[src/rtl/botassium_stream_mem_loader.sv]
// Byte-stream to 32-bit RAM loader: packs bytes little-endian and writes each word from base_addr upward.
// Optional BOTASSIUM_LOADER_CHECKSUM_EN adds a 16-bit wrapping sum of the bytes accepted in FILL.
module botassium_stream_mem_loader #(
  parameter int ADDR_W = 13,
  parameter int DEPTH  = 5000
) (
  input  logic              clk,
  input  logic              reset_n,
  input  logic              start,
  input  logic [ADDR_W-1:0] base_addr,
  input  logic              s_valid,
  input  logic [7:0]        s_data,
  input  logic              s_last,
  output logic              s_ready,
  output logic [ADDR_W-1:0] mem_address,
  output logic [3:0]        mem_byteenable,
  output logic              mem_chipselect,
  output logic              mem_write,
  output logic [31:0]       mem_writedata,
  output logic              mem_clken,
  output logic              busy,
  output logic              done,
  output logic              overflow,
  output logic [ADDR_W:0]   words_written
`ifdef BOTASSIUM_LOADER_CHECKSUM_EN
  ,
  output logic [15:0]       checksum
`endif
);

  localparam logic [ADDR_W-1:0] DEPTH_A = ADDR_W'(DEPTH);

  typedef enum logic [2:0] {
    S_IDLE,
    S_FILL,
    S_DRAIN,
    S_FLUSH,
    S_DONE
  } state_e;

  state_e             state_q, state_d;
  logic [ADDR_W-1:0]  addr_q;
  logic [31:0]        pack_q;
  logic [3:0]         be_q;
  logic [1:0]         idx_q;
  logic               overflow_q;
  logic [ADDR_W:0]    cnt_q;
  logic               clken_q;
  logic               wr_q;
  logic [ADDR_W-1:0]  wr_addr_q;
  logic [31:0]        wr_data_q;
  logic [3:0]         wr_be_q;

  logic               accept;
  logic               complete;
  logic               commit;
  logic               drop;
  logic               in_range;
  logic               start_ok;
  logic [31:0]        word_full;
  logic [3:0]         be_full;

  assign s_ready   = (state_q == S_FILL) || (state_q == S_DRAIN);
  assign accept    = s_valid && s_ready;
  assign in_range  = addr_q < DEPTH_A;
  assign start_ok  = (state_q == S_IDLE) && start;
  assign word_full = pack_q | ({24'd0, s_data} << {idx_q, 3'b000});
  assign be_full   = be_q | (4'b0001 << idx_q);
  assign complete  = accept && (state_q == S_FILL) && ((idx_q == 2'd3) || s_last);
  assign commit    = complete && in_range;
  assign drop      = complete && !in_range;

  always_ff @(posedge clk or negedge reset_n) begin
    if (!reset_n) begin
      state_q <= S_IDLE;
    end else begin
      state_q <= state_d;
    end
  end

  always_comb begin
    state_d = state_q;
    case (state_q)
      S_IDLE: begin
        if (start) begin
          state_d = (base_addr >= DEPTH_A) ? S_DRAIN : S_FILL;
        end
      end
      S_FILL: begin
        if (commit) begin
          state_d = s_last ? S_FLUSH : S_FILL;
        end else if (drop) begin
          state_d = s_last ? S_DONE : S_DRAIN;
        end
      end
      S_DRAIN: begin
        if (accept && s_last) begin
          state_d = S_DONE;
        end
      end
      S_FLUSH: state_d = S_DONE;
      S_DONE:  state_d = S_IDLE;
      default: state_d = S_IDLE;
    endcase
  end

  // Completed words are copied into the write registers so the pack register
  // can restart on the very next byte without stalling the stream.
  always_ff @(posedge clk or negedge reset_n) begin
    if (!reset_n) begin
      addr_q     <= '0;
      pack_q     <= '0;
      be_q       <= '0;
      idx_q      <= '0;
      overflow_q <= 1'b0;
      cnt_q      <= '0;
      clken_q    <= 1'b0;
      wr_q       <= 1'b0;
      wr_addr_q  <= '0;
      wr_data_q  <= '0;
      wr_be_q    <= '0;
    end else begin
      clken_q <= 1'b1;
      wr_q    <= commit;
      if (commit) begin
        wr_addr_q <= addr_q;
        wr_data_q <= word_full;
        wr_be_q   <= be_full;
        addr_q    <= addr_q + ADDR_W'(1);
      end
      if (wr_q) begin
        cnt_q <= cnt_q + (ADDR_W + 1)'(1);
      end
      if (accept && (state_q == S_FILL)) begin
        if (complete) begin
          pack_q <= '0;
          be_q   <= '0;
          idx_q  <= '0;
        end else begin
          pack_q <= word_full;
          be_q   <= be_full;
          idx_q  <= idx_q + 2'd1;
        end
      end
      if (drop) begin
        overflow_q <= 1'b1;
      end
      if (start_ok) begin
        addr_q     <= base_addr;
        pack_q     <= '0;
        be_q       <= '0;
        idx_q      <= '0;
        overflow_q <= (base_addr >= DEPTH_A);
        cnt_q      <= '0;
      end
    end
  end

`ifdef BOTASSIUM_LOADER_CHECKSUM_EN
  logic [15:0] csum_q;

  always_ff @(posedge clk or negedge reset_n) begin
    if (!reset_n) begin
      csum_q <= '0;
    end else if (start_ok) begin
      csum_q <= '0;
    end else if (accept && (state_q == S_FILL)) begin
      csum_q <= csum_q + {8'd0, s_data};
    end
  end

  assign checksum = csum_q;
`endif

  assign mem_write      = wr_q;
  assign mem_chipselect = wr_q;
  assign mem_address    = wr_addr_q;
  assign mem_writedata  = wr_data_q;
  assign mem_byteenable = wr_be_q;
  assign mem_clken      = clken_q;
  assign busy           = (state_q == S_FILL) || (state_q == S_DRAIN) || (state_q == S_FLUSH);
  assign done           = (state_q == S_DONE);
  assign overflow       = overflow_q;
  assign words_written  = cnt_q;

endmodule
[config.mk]
export PLATFORM = sky130hd
export DESIGN_NAME = botassium_stream_mem_loader
export DESIGN_NICKNAME = d
export VERILOG_FILES = /design/src/rtl/botassium_stream_mem_loader.sv
export SDC_FILE = /design/constraint.sdc
export NUM_CORES = 1
export LEC_CHECK = 0
export CAP_MARGIN = 20
export CORE_AREA = 4 4 102 104
export DETAILED_ROUTE_END_ITERATION = 10
export DIE_AREA = 0 0 106 108
export PLACE_DENSITY = 0.89
export SLEW_MARGIN = 10
export SYNTH_ARGS = -nofsm -noshare
export SYNTH_HDL_FRONTEND = slang
export SYNTH_SLANG_ARGS = --single-unit
[constraint.sdc]
create_clock -name clk -period 4.23 [get_ports clk]
set_input_delay 0.423 -clock clk [delete_from_list [all_inputs] [get_ports clk]]
set_output_delay 0.423 -clock clk [all_outputs]
set_load 0.01 [all_outputs]
* Word level (Yosys, flattened, before mapping)
Cells that the tools add are included.
Widths: inputs -> output; s select.
** Cells by class
- Add/sub/neg operators :: 3
- $lt $le $gt $ge :: 2
- Equality and inequality tests :: 8
- Shifts and indexed selects :: 2
- Multiplexer cells :: 23
- Bitwise logic cells :: 2
- Reductions and logical operators :: 17
** Operator list (number)
- $mux 32 :: 3
- $or 32x32->32 :: 1
- $shl 8x5->32 :: 1
- $mux 14 :: 2
- $mux 13 :: 2
- $mux 3 :: 5
- $add 14x1->14 const B :: 1
- $add 13x1->13 const B :: 1
- $ge 13x13->1 const B :: 1
- $lt 13x13->1 const B :: 1
- $mux 4 :: 3
- $pmux 3 s4 :: 1
- $mux 2 :: 5
- $reduce_bool 2->1 :: 4
- $logic_and 1x1->1 :: 7
- $eq 3x2->1 const B :: 2
- $or 4x4->4 :: 1
- $shl 1x2->4 const A :: 1
- $eq 3x1->1 const B :: 1
- $eq 3x3->1 const B :: 1
- $logic_not 3->1 :: 1
- $logic_or 1x1->1 :: 3
- $ne 3x3->1 const B :: 1
- $reduce_and 3->1 :: 1
- other kinds (6) :: 7
** Storage, ports and cells
- Register bits after elaboration :: 120
- Input port bits :: 26
- Output and inout bits :: 70
- Word-level logic and storage cells :: 69

* Depth between registers and ports, before layout
Gate-level depths: netlist (run 1).
- Depth in word-level cells :: 9
- Mapped depth :: 9
- Mapped depth without buffers :: 6

* Least setup slack after synthesis (run 1)
No wires, ideal clock.
- Path type :: register to register
- Start :: reg idx_q[0]
- End :: reg state_q[1]
- Library setup time :: 0.144 ns
- Arrival :: 2.012 ns
- Required time :: 4.086 ns
- Slack :: 2.074 ns
- Cell stages (with the launch flop) :: 10
- Buffers on the path :: 3
- Period minus slack after synthesis :: 2.156 ns
- Cell sequence :: dfrtp_1 > ha_1 > or2_2 > o2111ai_2 > buf_6 > clkbuf_1 > buf_2 > ha_1 > nand2_1 > o221ai_1
** Between the ends
- Cells in the longest elaborated chain, start to end :: 6
- Elaborated cells on any way between the ends :: 9
- Those cells by class :: eq/ne (2); mux (2); reduce/logical (5)
** RTL lines
- from (decl) :: RTL line 45 : logic [1:0] idx_q;
- from (signal assigned) :: RTL line 142 : idx_q <= idx_q + 2'd1;
- $eq 2x2->1 * :: RTL line 69 : assign complete = accept && (state_q == S_FILL) && ((idx_q == 2'd3) || s_last);
- $logic_or 1x1->1 * :: RTL line 69
- $logic_and 1x1->1 * :: RTL line 69
- $logic_and 1x1->1, on equally long branches :: RTL line 70, 71
- $mux 3 / $ne 3x3->1 (equally long branches)
- $pmux 3 s4 / $reduce_and 3->1 (equally long branches)
- to (signal assigned) :: RTL line 77 : state_q <= state_d;
- to (decl) :: RTL line 41 : state_e state_q, state_d;
Every way passes the cells marked *; elsewhere a longest branch is shown, timed or not.
A chain may end at the register's enable or synchronous reset.

* Final worst setup path (run 1)
- Start :: reg idx_q[0]
- End :: reg addr_q[10]
** Between the ends
- Cells in the longest elaborated chain, start to end :: 5
** RTL lines
- $eq 2x2->1 :: RTL line 69
- $logic_or 1x1->1 :: RTL line 69
- $logic_and 1x1->1 :: RTL line 69
- $logic_and 1x1->1 :: RTL line 70 : assign commit = complete && in_range;
- $reduce_bool 2->1 (no source line)
- to (signal assigned) :: RTL line 129 : addr_q <= addr_q + ADDR_W'(1);
- to (signal assigned) :: RTL line 149 : addr_q <= base_addr;
- to (decl) :: RTL line 42 : logic [ADDR_W-1:0] addr_q;
Every way passes these cells.

==> out/qor.yml, run 1 <==
status: "complete, but fails checks"
violations: "hold timing"
syn_nets: 584
cp_top_family: "buffers and inverters"
grt_pass1_vias: 4484
cp_slowest_cell: "clkinv_1"
fin_crit_sh_pct: 73.6
vias: 4457
setup_tns_ns: 0
hold_violations: 3
viasPerCell: 5.76
use_met2_pct: 39.9
grt-ovfl-total: 0
path_cells: "ha_1 > or2_2 > o2111ai_4 > clkinv_1 > and3_1 > a221o_1"
ys_types: 52
drc_errors: 0
clk_latency_ns: 0.51
syn_to_final_growth_pct: 30.5
ios: 96
tightest_slew_ns: 1.02
coreArea_mm2: 0.00955
syn_area_mm2: 0.00525
start_util_pct: 55.0
die_w_um: 106
reg2reg_from: "idx_q[0]$_DFFE_PN0P_"
min_path_type: "in2async"
p_switching_w: 0.00155
synth_ff_type: "dfrtp_1"
grt_max_degree: 74
irDropWorstVdd_v: 0.000385
nNetsFinal: 661
clock-sinks: 120
synth-seq-cells: 120
synth_edf_count: 0
core.rowCount: 36
synth_warnings: 0
grt_pass1_wl_mm: 21.9
cts_tree: "done"
relSlewSlack_pct: 31.5
r2r_cells: 6
clockBufferDepth: 2
cp_slowest_stage_delay_ns: 0.88
wl_mm: 13.4
cp.arrival_ns: 3.51
p_clk_share_pct: 32.0
seq_area_frac_synth_pct: 57.2
grt.total_usage_pct: 24.1
crit_fanout: 35
power.leakage_nw: 3.08
die_area_mm2: 0.0114
synth-async-reset-ratio_pct: 100
antenna_found_initial: 0
drtIter0Drc: 351
p_int_w: 0.00310
cts-root-buf: "clkbuf_8"
p_seq_share_pct: 37.7
path_class: "reg2reg"
gp_congestion: 0.879
cp_data_required_time_ns: 4.62
pwr-share-comb_pct: 30.3
cts_setup_buffers: 0
use_met3_pct: 5.49
hpwl_mm: 9.00
ant_nets: 0
final_layout_size_suffix_gt1_share_pct: 7.33
cts_max_level: 4
crit_buf_inv: 1
setup.worst_path.start_class: "flip-flop"
p_sw_share_pct: 33.3
final_common_cell: "dfrtp_1"
routedWlPerCell_um: 17.3
cts_inserted_buffers: 17
grt-busiest-layer: "met2"
firstDrtPassIters: 5
final_max_slew_viol_count: 0
reg2reg_to: "addr_q[10]$_DFFE_PN0P_"
max_freq_mhz: 321
syn_inst: 551
post_cts_resized: 0
antenna_cells: 0
maxCapViolations: 0
die_h_um: 108
skew_ns: 0.00922
cts_hold_buf: 0
reg2reg_slack_ns: 1.12
end_kind: "flip-flop"
portBuffers: 95
grt_setup_unrepaired: "no"
whs_ns: -0.0100
path_clk_slew_ns: 0.06
use_met1_pct: 31.2
power_density_mw_per_mm2: 678
finalCriticalPeriod_ns: 3.11
layout_common_cells: "dfrtp_1 (120), clkdlybuf4s50_1 (94), nand2_1 (92)"
setup_viol: 0
syn_area_per_cell_um2: 9.54
cells by family after synthesis:
kind of cell               after synthesis  share of synthesized area, %
xor gates and xnor gates                13                          2.17
adders and majority gates                7                          1.67
DFF                                    120                          57.2
buffers and inverters                   49                          4.14
muxes                                    5                         0.953
other                                    1                        0.0714
AOI/OAI and AO/OA                      142                          15.2
and+or+nand+nor                        214                          18.7
power groups by stage:
| stage | Combinational, W | Clock, W | Sequential (W) |
|---|---|---|---|
| after floorplan | 0.000710 | 0 | 0.00176 |
| after global placement | 0.00133 | 0 | 0.00173 |
| after detailed placement | 0.00139 | 0 | 0.00176 |
| after CTS | 0.00141 | 0.00149 | 0.00175 |
| after global routing | 0.00154 | 0.00155 | 0.00180 |
| final | 0.00141 | 0.00149 | 0.00176 |
synth_stat cells, types with 3 or more instances:
library cell | instances | area, µm²
a21oi_1 | 69 | 345
a22o_1 | 3 | 26.3
a31oi_1 | 5 | 31.3
and2_1 | 3 | 18.8
and3_1 | 10 | 62.6
and4_1 | 3 | 26.3
buf_1 | 6 | 22.5
buf_2 | 5 | 25.0
buf_4 | 3 | 22.5
clkbuf_1 | 26 | 97.6
dfrtp_1 | 120 | 3000
ha_1 | 7 | 87.6
inv_1 | 5 | 18.8
mux2i_1 | 5 | 50.1
nand2_1 | 92 | 345
nand2b_1 | 4 | 25.0
nand3_1 | 12 | 60.1
nand4_1 | 8 | 50.1
nor2_1 | 59 | 221
nor2b_1 | 3 | 18.8
nor3_1 | 3 | 15.0
o21ai_0 | 45 | 225
o31ai_1 | 3 | 22.5
or2_2 | 3 | 18.8
or3_1 | 4 | 25.0
or4_1 | 3 | 22.5
xnor2_1 | 3 | 26.3
xor2_1 | 10 | 87.6
registers in the layout, indices dropped and copies added (netlist names):
register,count
overflow,1
be_q,4
mem_byteenable,4
words_written,14
state_q,3
mem_address,13
mem_chipselect,1
mem_clken,1
mem_writedata,32
addr_q,13
pack_q,32
idx_q,2
stage by stage:
| step | setup slack, ns | area, µm² | instances | util [%] | total power (W) |
|---|---|---|---|---|---|
| 2_1_floorplan | 2.07 | 5250 | 551 | - | 0.00247 |
| 3_3_place_gp | 1.03 | 6240 | 742 | 65.3 | 0.00306 |
| 3_5_place_dp | 0.928 | 6240 | 742 | 65.3 | 0.00315 |
| 4_1_cts | 1.17 | 6860 | 774 | 71.8 | 0.00466 |
| 5_1_grt | 0.868 | 6860 | 774 | 71.8 | 0.00489 |
| 6_report | 1.12 | 6860 | 774 | 71.8 | 0.00465 |
area by class of cell:
| type | count | area (µm²) |
|---|---|---|
| fillers | 686 | 2690 |
| inverters | 6 | 22.5 |
| repair buffers | 101 | 993 |
| clock inverters | 13 | 176 |
| flip-flops and latches | 120 | 3000 |
| well taps | 133 | 166 |
| clock buffers | 19 | 442 |
| multi-input cells | 382 | 2050 |
how the worst max path moves through the flow:
stage	start	end	slack, ns	cells after the start
floorplan	idx_q[0]$_DFFE_PN0P_	state_q[1]$_DFFE_PN0P_	2.07	9
global placement	s_last	addr_q[10]$_DFFE_PN0P_	1.03	6
detailed placement	s_last	addr_q[10]$_DFFE_PN0P_	0.93	6
CTS	addr_q[8]$_DFFE_PN0P_	addr_q[10]$_DFFE_PN0P_	1.17	5
global route	addr_q[7]$_DFFE_PN0P_	addr_q[10]$_DFFE_PN0P_	0.87	5
finish	idx_q[0]$_DFFE_PN0P_	addr_q[10]$_DFFE_PN0P_	1.12	6
layer usage:
metal	part of all wire (%)	vias up
met5	0	-
met1	42	2162
li1	-	2042
met2	49	228
met3	7.5	25
met4	1.7	0
(Power assumes the default switching activity.)
==> run 2, diff against run 1 <==
Settings changed: CORE_AREA 4 4 102 104 to 4 4 111 113, DIE_AREA 0 0 106 108 to 0 0 115 117, PLACE_DENSITY 0.89 to 0.8.
Clock period 4.23 ns to 2.78 ns, I/O delays scaled along.
==> run 2 against run 1 <==
The run now ends clean. Hold slack improved by 0.40 ns. Fmax increased by 36%. Die area increased by 18%. Via count decreased by 0.49%. First-iteration DRC count decreased by 0.85%. Register-to-register slack got worse by 0.63 ns. Largest cell class unchanged. Highest routed layer unchanged. Core utilization decreased by 11 points. Final cell count increased by 1.9%. Sequential cell count unchanged. Sequential share of layout area decreased by 0.37 points. Wire length increased by 0.50%.
==> out/qor.yml, run 2 (synthesized netlist as in run 1, its figures left out) <==
antenna_found_initial: 0
p_clk_share_pct: 31.9
cp_slowest_cell: "or4_1"
ant_nets: 0
end_kind: "flip-flop"
die_w_um: 115
die_h_um: 117
setup.worst_path.start_class: "flip-flop"
path_clk_slew_ns: 0.06
p_switching_w: 0.00237
grt-ovfl-total: 0
vias: 4435
p_total_w: 0.00705
p_seq_share_pct: 37.6
start_util_pct: 46.4
cts-root-buf: "clkbuf_16"
fin_ws_ns: 0.483
power.leakage_nw: 3.11
grt_setup_unrepaired: "no"
relSlewSlack_pct: 53.7
drc_errors: 0
grt_max_degree: 59
status: "completed"
setup_tns_ns: 0
firstDrtPassIters: 5
irDropWorstVdd_v: 0.000712
die_area_mm2: 0.0135
grt_pass1_vias: 4469
syn_to_final_growth_pct: 31.7
clock-sinks: 120
coreArea_mm2: 0.0113
hold_violations: 0
tightest_slew_ns: 0.693
gp_congestion: 0.874
ios: 96
pwr-share-comb_pct: 30.5
cts_hold_buf: 1
nNetsFinal: 666
post_cts_resized: 0
cts_max_level: 4
setup_viol: 0
use_met3_pct: 5.40
wl_mm: 13.5
hpwl_mm: 9.04
grt.total_usage_pct: 20.8
crit_fanout: 23
dp_slack_ns: 0.369
cp_data_required_time_ns: 3.09
clk_latency_ns: 0.41
cp_slowest_stage_delay_ns: 0.52
max_freq_mhz: 435
n_fill_cell: 938
core.rowCount: 39
path_class: "reg2reg"
cp.arrival_ns: 2.61
skew_ns: 0.0120
antenna_cells: 0
cts_setup_buffers: 0
cts_tree: "done"
viasPerCell: 5.62
min_path_type: "in2async"
layout_common_cells: "dfrtp_1 (120), clkdlybuf4s50_1 (94), nand2_1 (92)"
path_cells: "nor4_2 > o2111ai_4 > buf_4 > or4_1 > a31oi_1"
drtIter0Drc: 348
fin_crit_sh_pct: 82.6
whs_ns: 0.387
portBuffers: 95
final_core_util_pct: 61.1
power_density_mw_per_mm2: 1020
p_sw_share_pct: 33.7
final_max_slew_viol_count: 0
maxCapViolations: 0
final_layout_size_suffix_gt1_share_pct: 7.89
routedWlPerCell_um: 17.1
clockBufferDepth: 2
use_met2_pct: 34.8
grt-busiest-layer: "met2"
cts_inserted_buffers: 17
grt_pass1_wl_mm: 22.1
use_met1_pct: 26.8
final_common_cell: "dfrtp_1"
finalCriticalPeriod_ns: 2.30
p_int_w: 0.00468
-- run 2: changes by cell type in the layout (fill, tap and decap cells not counted), sizes merged --
cell         before  now
buf               7   11
clkinvlp          3    2
dlygate4sd3       0    1
clkinv            7    8
bufinv            4    3
inv               5    7
clkbuf           19   18
-- run 2: final timing paths --
| path | from | endpoint | slack, ns | cells after the start |
|---|---|---|---|---|
| setup / recovery | addr_q[6]$_DFFE_PN0P_ | addr_q[11]$_DFFE_PN0P_ | 0.48 | 5 |
| hold / removal | reset_n | mem_writedata[29]$_DFFE_PN0P_ | 0.39 | 2 |
| setup reg to reg | addr_q[6]$_DFFE_PN0P_ | addr_q[11]$_DFFE_PN0P_ | 0.48 | 5 |
| hold reg to reg | mem_byteenable[3]$_DFFE_PN0P_ | mem_byteenable[3]$_DFFE_PN0P_ | 0.48 | 2 |
| max in group asynchronous | reset_n | words_written[5]$_DFFE_PN0P_ | 1.56 | 3 |
| min in group clk | base_addr[6] | addr_q[6]$_DFFE_PN0P_ | 0.47 | 3 |
-- run 2: cell type report --
type	instances	area (µm²)	area share [%]
Multi-Input combinational cell	382	2050	29.7
Sequential cell	120	3000	43.4
Tap cell	143	179	2.59
Inverter	6	22.5	0.326
Timing Repair Buffer	106	1050	15.1
Clock inverter	14	173	2.50
Clock buffer	18	439	6.35
-- run 2: power by group through the flow --
| stage | Clock, W | Combinational, W | Sequential (W) |
|---|---|---|---|
| floorplan | 0 | 0.00108 | 0.00267 |
| global placement | 0 | 0.00207 | 0.00264 |
| detailed placement | 0 | 0.00214 | 0.00266 |
| CTS | 0.00227 | 0.00217 | 0.00264 |
| global route | 0.00236 | 0.00237 | 0.00272 |
| finish | 0.00225 | 0.00215 | 0.00265 |
-- run 2: worst max-delay path: cells and delay by family, from the launching register on --
family,cells,cell delay [ns]
AND/OR/NAND/NOR,2,1.01
flip-flops,1,0.46
AO/OA/AOI/OAI,2,0.46
buffers and inverters,1,0.28
-- run 2: metal layers --
| layer | up-vias | wire length [µm] |
|---|---|---|
| met5 | - | 0 |
| met1 | 2190 | 5720 |
| met4 | 0 | 165 |
| met3 | 22 | 890 |
| met2 | 174 | 6680 |
| li1 | 2049 | - |
-- run 2: through the flow --
| stage | cells | cell area (µm²) |
|---|---|---|
| 2_1_floorplan | 551 | 5250 |
| 3_3_place_gp | 756 | 6290 |
| 3_5_place_dp | 756 | 6290 |
| 4_1_cts | 789 | 6920 |
| 5_1_grt | 789 | 6920 |
| 6_report | 789 | 6920 |
==> run 3, diff against run 2 <==
Settings changed: CORE_AREA 4 4 111 113 to 4 4 106 108, DIE_AREA 0 0 115 117 to 0 0 110 112, PLACE_DENSITY 0.8 to 0.83.
Clock period 2.78 ns to 2.3 ns, I/O delays scaled along.
==> run 3 against run 2 <==
Clock power increased by 25%. Register-to-register slack got worse by 0.28 ns. Non-clock buffer count grew 10. Worst setup slack got worse by 0.33 ns. Core utilization grew 7.6 points. Final cell count is 0.38% higher. Hold slack lost 0.12 ns. Die area down 8.4%. Critical path depth shrank 1. Clock skew rose by 0.0017 ns. Highest routed layer unchanged.
==> out/qor.yml, run 3 (synthesized netlist as in run 1, its figures left out) <==
syn_to_final_growth_pct: 33.9
ant_nets: 0
crit_buf_inv: 2
grt_max_degree: 49
power_density_mw_per_mm2: 1250
grt_pass1_wl_mm: 21.8
gp_congestion: 0.895
fin_crit_sh_pct: 93.5
n_fill_cell: 776
cp_slowest_stage_delay_ns: 0.55
clock-sinks: 120
cts_max_level: 4
cp_slowest_cell: "clkdlybuf4s50_1"
reg2reg_from: "addr_q[5]$_DFFE_PN0P_"
cp.arrival_ns: 1.92
cts_setup_buffers: 0
status: "completed"
start_util_pct: 51.4
portBuffers: 95
cts_tree: "done"
clk_latency_ns: 0.52
die_w_um: 110
highest_layer: "met4"
ios: 96
path_cells: "buf_4 > nand2b_1 > a21oi_1 > clkdlybuf4s50_1"
final_layout_size_suffix_gt1_share_pct: 8.99
grt_pass1_vias: 4504
multi_input_area_mm2: 0.00205
path_class: "reg2out"
wl_met1_mm: 5.51
vias: 4456
reg2reg_to: "addr_q[6]$_DFFE_PN0P_"
max_freq_mhz: 465
setup_tns_ns: 0
grt.total_usage_pct: 22.6
fin_ws_ns: 0.150
power.leakage_nw: 3.18
antenna_cells: 0
grt_setup_unrepaired: "no"
crit_fanout: 11
core.rowCount: 37
antenna_found_initial: 0
final_common_cell: "dfrtp_1"
seqCellArea_mm2: 0.00300
drc_errors: 0
tightest_slew_ns: 0.626
final_core_util_pct: 68.7
skew_ns: 0.0136
r2r_cells: 5
layout_common_cells: "dfrtp_1 (120), clkdlybuf4s50_1 (94), nand2_1 (92)"
reg2reg_slack_ns: 0.20
viasPerCell: 5.63
nNetsFinal: 676
end_kind: "primary output"
maxCapViolations: 0
relSlewSlack_pct: 58.2
drtIter0Drc: 286
routedWlPerCell_um: 16.8
setup_viol: 0
dp_slack_ns: 0.100
final_max_slew_viol_count: 0
grt-ovfl-total: 0
clockBufferDepth: 2
cts-root-buf: "clkbuf_8"
wl_mm: 13.3
hold_violations: 0
finalCriticalPeriod_ns: 2.15
wl_met3_mm: 1.03
irDropWorstVdd_v: 0.000638
path_clk_slew_ns: 0.06
cp_data_required_time_ns: 2.07
cts_inserted_buffers: 17
hpwl_mm: 9.01
coreArea_mm2: 0.0102
route.met2.wl_mm: 6.55
cp_top_family: "buffers and inverters"
die_h_um: 112
firstDrtPassIters: 5
die_area_mm2: 0.0123
min_path_type: "in2async"
setup.worst_path.start_class: "flip-flop"
==> run 3: how the worst max path moves through the flow <==
stage / to / depth (start not counted) / slack [ns] / startpoint
6_report: s_ready / 4 / 0.15 / state_q[0]$_DFFE_PN0P_
3_3_place_gp: addr_q[7]$_DFFE_PN0P_ / 6 / 0.14 / s_valid
2_1_floorplan: state_q[1]$_DFFE_PN0P_ / 9 / 0.14 / idx_q[0]$_DFFE_PN0P_
4_1_cts: s_ready / 4 / 0.14 / state_q[0]$_DFFE_PN0P_
3_5_place_dp: addr_q[3]$_DFFE_PN0P_ / 6 / 0.1 / s_last
5_1_grt: s_ready / 4 / 0.06 / state_q[0]$_DFFE_PN0P_
==> run 3: timing repair <==
| action | 4_1_cts | 5_1_grt |
|---|---|---|
| gates resized for setup | 0 | 0 |
| hold buffers | 1 | 0 |
| hold endpoints to repair | 45 | 0 |
==> run 3: area by class of cell <==
cell class | count | area share (%)
Timing Repair Buffer | 116 | 16.5
Tap cell | 136 | 2.42
Inverter | 6 | 0.320
Multi-Input combinational cell | 382 | 29.2
Clock inverter | 13 | 2.88
Sequential cell | 120 | 42.7
Clock buffer | 19 | 6.00
==> run 3: routing by layer <==
metal  global-route usage [%]  vias up
met5                        0        -
met2                     36.2      173
met4                     7.07        0
met3                     6.55       20
met1                     29.4     2185
li1                         -     2078
==> run 3: metrics by stage <==
stage / instances / hold slack, ns / total power, W / area [µm²]
after floorplan: 551 / -0.0656 / 0.00454 / 5250
after global placement: 759 / 0.274 / 0.00584 / 6400
after detailed placement: 759 / 0.286 / 0.00595 / 6400
after CTS: 792 / 0.291 / 0.00879 / 7030
after global routing: 792 / 0.326 / 0.00928 / 7030
final: 792 / 0.263 / 0.00877 / 7030
==> run 3: power breakdown <==
part / total, W / internal (W) / switching, W
Sequential: 0.00315 / 0.00269 / 0.000458
Clock: 0.00281 / 0.00186 / 0.000947
Combinational: 0.00282 / 0.00136 / 0.00146
